$ cat src/rtl/boot_load_sequencer.sv
// Boot load sequencer: takes a program-length word from the UART word
// receiver, writes that many words into instruction memory, answers the host
// with an acknowledge or error byte, then starts the core and forwards every
// later word to the scan-data FIFO.
module boot_load_sequencer #(
  parameter int unsigned IMEM_DEPTH = 16384,
  parameter int unsigned ADDR_W     = 14,
  parameter logic [7:0]  ACK_BYTE   = 8'hAA,
  parameter logic [7:0]  ERR_BYTE   = 8'hEE
) (
  input  logic              clk,
  input  logic              reset,
  input  logic [31:0]       rword,
  input  logic              rword_ready,
  input  logic              ferr,
  output logic              imem_we,
  output logic [ADDR_W-1:0] imem_addr,
  output logic [31:0]       imem_wdata,
  output logic              fifo_we,
  output logic [31:0]       fifo_wdata,
  input  logic              fifo_full,
  output logic              tx_req,
  output logic [7:0]        tx_byte,
  input  logic              tx_busy,
  output logic              pc_start,
  output logic              rx_err,
  output logic [ADDR_W:0]   loaded_words
);

  typedef enum logic [2:0] {
    S_WAIT_LEN,
    S_LOAD,
    S_ACK,
    S_ERR,
    S_RUN
  } state_t;

  localparam logic [31:0]     DEPTH32  = 32'(IMEM_DEPTH);
  localparam logic [ADDR_W:0] CNT_ONE  = {{ADDR_W{1'b0}}, 1'b1};
  localparam logic [ADDR_W-1:0] ADDR_ONE = {{(ADDR_W-1){1'b0}}, 1'b1};

  state_t            state;
  logic [ADDR_W:0]   remaining;
  logic [ADDR_W:0]   len_q;
  logic [ADDR_W-1:0] addr;
  logic              len_ok;

  // A length is usable only if nonzero and no larger than the memory; the
  // full 32-bit compare makes any set upper bit a rejection.
  always_comb begin
    len_ok = (rword != '0) && (rword <= DEPTH32);
  end

  // Boot sequencing FSM with all outputs registered.
  always_ff @(posedge clk or negedge reset) begin
    if (!reset) begin
      state        <= S_WAIT_LEN;
      remaining    <= '0;
      len_q        <= '0;
      addr         <= '0;
      imem_we      <= 1'b0;
      imem_addr    <= '0;
      imem_wdata   <= '0;
      fifo_we      <= 1'b0;
      fifo_wdata   <= '0;
      tx_req       <= 1'b0;
      tx_byte      <= '0;
      pc_start     <= 1'b0;
      rx_err       <= 1'b0;
      loaded_words <= '0;
    end else begin
      imem_we <= 1'b0;
      fifo_we <= 1'b0;
      case (state)
        S_WAIT_LEN: begin
          if (rword_ready) begin
            if (ferr) begin
              rx_err  <= 1'b1;
              tx_req  <= 1'b1;
              tx_byte <= ERR_BYTE;
              state   <= S_ERR;
            end else if (!len_ok) begin
              tx_req  <= 1'b1;
              tx_byte <= ERR_BYTE;
              state   <= S_ERR;
            end else begin
              remaining <= rword[ADDR_W:0];
              len_q     <= rword[ADDR_W:0];
              addr      <= '0;
              state     <= S_LOAD;
            end
          end
        end
        S_LOAD: begin
          if (rword_ready) begin
            if (ferr) begin
              rx_err  <= 1'b1;
              tx_req  <= 1'b1;
              tx_byte <= ERR_BYTE;
              state   <= S_ERR;
            end else begin
              imem_we    <= 1'b1;
              imem_addr  <= addr;
              imem_wdata <= rword;
              remaining  <= remaining - CNT_ONE;
              // Address is held on the last word so a full-depth load never wraps.
              if (remaining == CNT_ONE) begin
                loaded_words <= len_q;
                tx_req       <= 1'b1;
                tx_byte      <= ACK_BYTE;
                state        <= S_ACK;
              end else begin
                addr <= addr + ADDR_ONE;
              end
            end
          end
        end
        S_ACK, S_ERR: begin
          if (rword_ready) begin
            rx_err <= 1'b1;
          end
          if (!tx_busy) begin
            tx_req <= 1'b0;
            if (state == S_ACK) begin
              pc_start <= 1'b1;
              state    <= S_RUN;
            end else begin
              state <= S_WAIT_LEN;
            end
          end
        end
        S_RUN: begin
          if (rword_ready) begin
            if (ferr || fifo_full) begin
              rx_err <= 1'b1;
            end else begin
              fifo_we    <= 1'b1;
              fifo_wdata <= rword;
            end
          end
        end
        default: state <= S_WAIT_LEN;
      endcase
    end
  end

endmodule

$ cat config.mk
export PLATFORM = sky130hd
export DESIGN_NAME = boot_load_sequencer
export DESIGN_NICKNAME = d
export VERILOG_FILES = /design/src/rtl/boot_load_sequencer.sv
export SDC_FILE = /design/constraint.sdc
export NUM_CORES = 1
export LEC_CHECK = 0
export CORE_MARGIN = 1.5
export CORE_UTILIZATION = 46
export DETAILED_ROUTE_END_ITERATION = 10
export PLACE_DENSITY_LB_ADDON = 0.05
export RECOVER_POWER = 25
export SLEW_MARGIN = 20
export SYNTH_ARGS = -nofsm -noshare
export SYNTH_HDL_FRONTEND = slang
export SYNTH_SLANG_ARGS = --single-unit
$ cat constraint.sdc
create_clock -name clk -period 2.5 [get_ports clk]
set_input_delay 0.5 -clock clk [delete_from_list [all_inputs] [get_ports clk]]
set_output_delay 0.5 -clock clk [all_outputs]
set_load 0.02 [all_outputs]
==> impl_metrics.toml <==
[yosys]
post-synth-top-count-cell = "dfrtp_1"
synth_common_cells = "147 x dfrtp_1, 120 x nand2_1, 62 x mux2_2"
ys_top_cells_by_area = "dfrtp_1 58%, mux2_2 11%, nand2_1 7.1%, o21ai_0 3.6%, a21oi_1 2.0%"
synth_edf_count = 0
yosysWarningCount = 0
synthXorXnorAreaFrac = 0.001373
netlist_area_sq_mm = 0.006381
synth_simple_gate_area_frac = 0.1647
synth-compound-area-share = 0.08941
synth_top_area_share = 0.5765
netlist_instances = 590
synth_top_family_by_area = "simple AND/OR/NAND/NOR gates"
avgSynthCellArea_sq_um = 10.82
ys_ff_latch = 147
synth_top_cell_by_area = "dfrtp_1"
synthArstFlopShare = 1.000
synth_seq_area_share = 0.5765
synth-adder-area-share = 0.005882
synth_ff_type = "dfrtp_1"
synth.mux.area_fraction = 0.1286
ys_types = 51

[floorplanning]
rows = 42
start_util = 0.4762
dieArea_sq_mm = 0.01459
die_w_um = 120.8
io_pins = 144
die_height_um = 120.8
core_area_sq_mm = 0.01340

[critical_path]
crit_fanout = 7
crit_type = "register to register"
critical_path_buf_inv_count = 1
worst_path_largest_cell_delay_ns = 0.55
critPathTopFamily = "simple AND/OR/NAND/NOR gates"
cp_cell_sequence = "or4_4 -> or4_4 -> or2_4 -> nor2_8 -> clkbuf_16 -> mux2_2"
cp.required_ns = 2.81
critPathMostFrequentCell = "or4_4"
endpoint_kind = "register"
cp_data_arrival_time_ns = 2.82
critPathLaunchType = "register"
slowest_stage = "or4_4"

[sta]
hold_slack_ns = 0.4728
finalCriticalPeriod_ns = 2.511
worst_pin_slew_ns = 0.9749
setup_viol = 5
fin_crit_sh = 1.005
tns_ns = -0.02774
drv_slew = 0
slew_headroom = 0.3501
hold_viol_final = 0
max_freq_mhz = 398.2
grt_setup_unrepaired = "yes"
clock_skew_ns = 0.007713
fin_ws_ns = -0.01139

[outcome]
violations = "setup timing"
outcome = "finished, violations left"

[detailed_routing]
routed-via-count = 5301
firstDrtPassIters = 5
wl_um = 16930
wl_per_cell_um = 17.29
drtIter0Drc = 305
drtAntennaViolNets = 0
drcViolationCount = 0
viasPerCell = 5.415

[cts]
clk_path_buf_depth = 2
cts_buffers = 17
cts_tree = "built"
cts_sinks = 147
htree_levels = 4
clk_latency_ns = 0.42
cts-root-buf = "clkbuf_16"
clk_pin_slew_ns = 0.06

[cells_and_area]
fin_cells = 979
diodes = 0
finish.utilization = 0.6823
nNetsFinal = 831
finalInstanceArea_sq_mm = 0.009143
fillers = 1044
drive_above_1_share = 0.2379
syn2layout_area_growth_pct = 43.27

[placed_design]
hpwl_um = 11810
placed_cell_area_sq_mm = 0.008411
portBuffers = 141
place_ws_ns = -0.5620
routabilityCongestion = 0.8932
place_inst = 941

[global_routing]
grt_pass1_wl_um = 27390
grt_max_degree = 63
grtUsageTotal = 0.2429
grt_pass1_vias = 5353
antenna_found_initial = 0
grt_overflow_total = 0

[power]
total_power_mw = 9.594
powerDensity_mw_per_mm2 = 1049
max-vdd-ir-drop_v = 0.0007201
power.leakage_nw = 4.202

[flow_run]
maxCapViolCount = 0

[hold_path]
hp-class = "register to register"
[placed cells by master, fill, tap and decap left out, drive strengths merged, types with 5 or more instances in the layout]
master and instances:
buf 74, clkdlybuf4s50 135, or4 11, nand4 6, nand2 120, o21ai 48, mux2 72, a21oi 28
o31ai 9, nor3 14, dfrtp 147, nand3 14, clkbuf 27, nor4 14, inv 6, clkinv 5
nor2 21
[worst register-to-register path: cells and delay by family, from the launching register on]
family,cells,cell delay (ns)
buf+inv,1,0.19
flops,1,0.39
mux,1,0.33
simple gates,4,1.49
[per-layer routing]
metal,vias to the layer above,routed length [um],GRT usage
li1,2467,-,-
met1,2659,7503,0.3214
met2,156,7971,0.3789
met3,19,1201,0.07594
met4,0,250,0.08456
met5,-,0,0
[sequential cells by signal, summed over array words and instances (netlist names)]
name and cells:
addr 14, imem_wdata 32, pc_start 1, imem_addr 14, state 3, fifo_we 1, rx_err 1, remaining 15
tx_byte 2, len_q 15, loaded_words 15, fifo_wdata 32, imem_we 1, tx_req 1
[cell families (layout without fill, tap and decap cells)]
kind of cell | after synthesis | count (layout)
XOR/XNOR | 1 | 1
buffers and inverters | 45 | 257
flip-flops | 147 | 147
AO/OA/AOI/OAI | 98 | 98
AND/OR/NAND/NOR | 222 | 222
multiplexers | 73 | 73
other | 1 | 2
adder cells (fa/ha/maj) | 3 | 3
[path summary, 6_finish.rpt]
path / startpoint / end / slack (ns) / cells past startpoint
max reg2reg: remaining[9] / loaded_words[0] / -0.01 / 6
max: remaining[9] / loaded_words[0] / -0.01 / 6
min in group asynchronous: reset / loaded_words[4] / 0.76 / 2
min reg2reg: rx_err / rx_err / 0.47 / 1
min: rx_err / rx_err / 0.47 / 1
max in group asynchronous: reset / fifo_wdata[29] / 0.28 / 3
[cell type report]
class | count | area, sq um | area share
clock buffers | 23 | 478.0 | 0.05228
multi-input cells | 399 | 2581 | 0.2823
flip-flops and latches | 147 | 3679 | 0.4024
clock inverters | 9 | 103.9 | 0.01136
well taps | 176 | 220.2 | 0.02409
inverters | 6 | 22.52 | 0.002463
repair buffers | 219 | 2058 | 0.2251
[repair_timing]
item / 4_1_cts / 5_1_grt
buffers inserted: 1 / 3
gates resized for setup: 10 / 15
gates cloned: 0 / 1
hold endpoints to repair: 35 / 0
pin swaps: 2 / 4
endpoints found under the setup margin: 24 / 23
hold buffers: 1 / 0
[where the power goes]
part	leakage, nW	switching, mW	total (mW)	internal [mW]
registers	1.92	0.452	3.47	3.02
clock network	0.283	0.948	2.49	1.54
logic	2.00	1.92	3.63	1.71
total	4.20	3.32	9.59	6.27
Note: power is estimated with default switching activity, not from simulation.
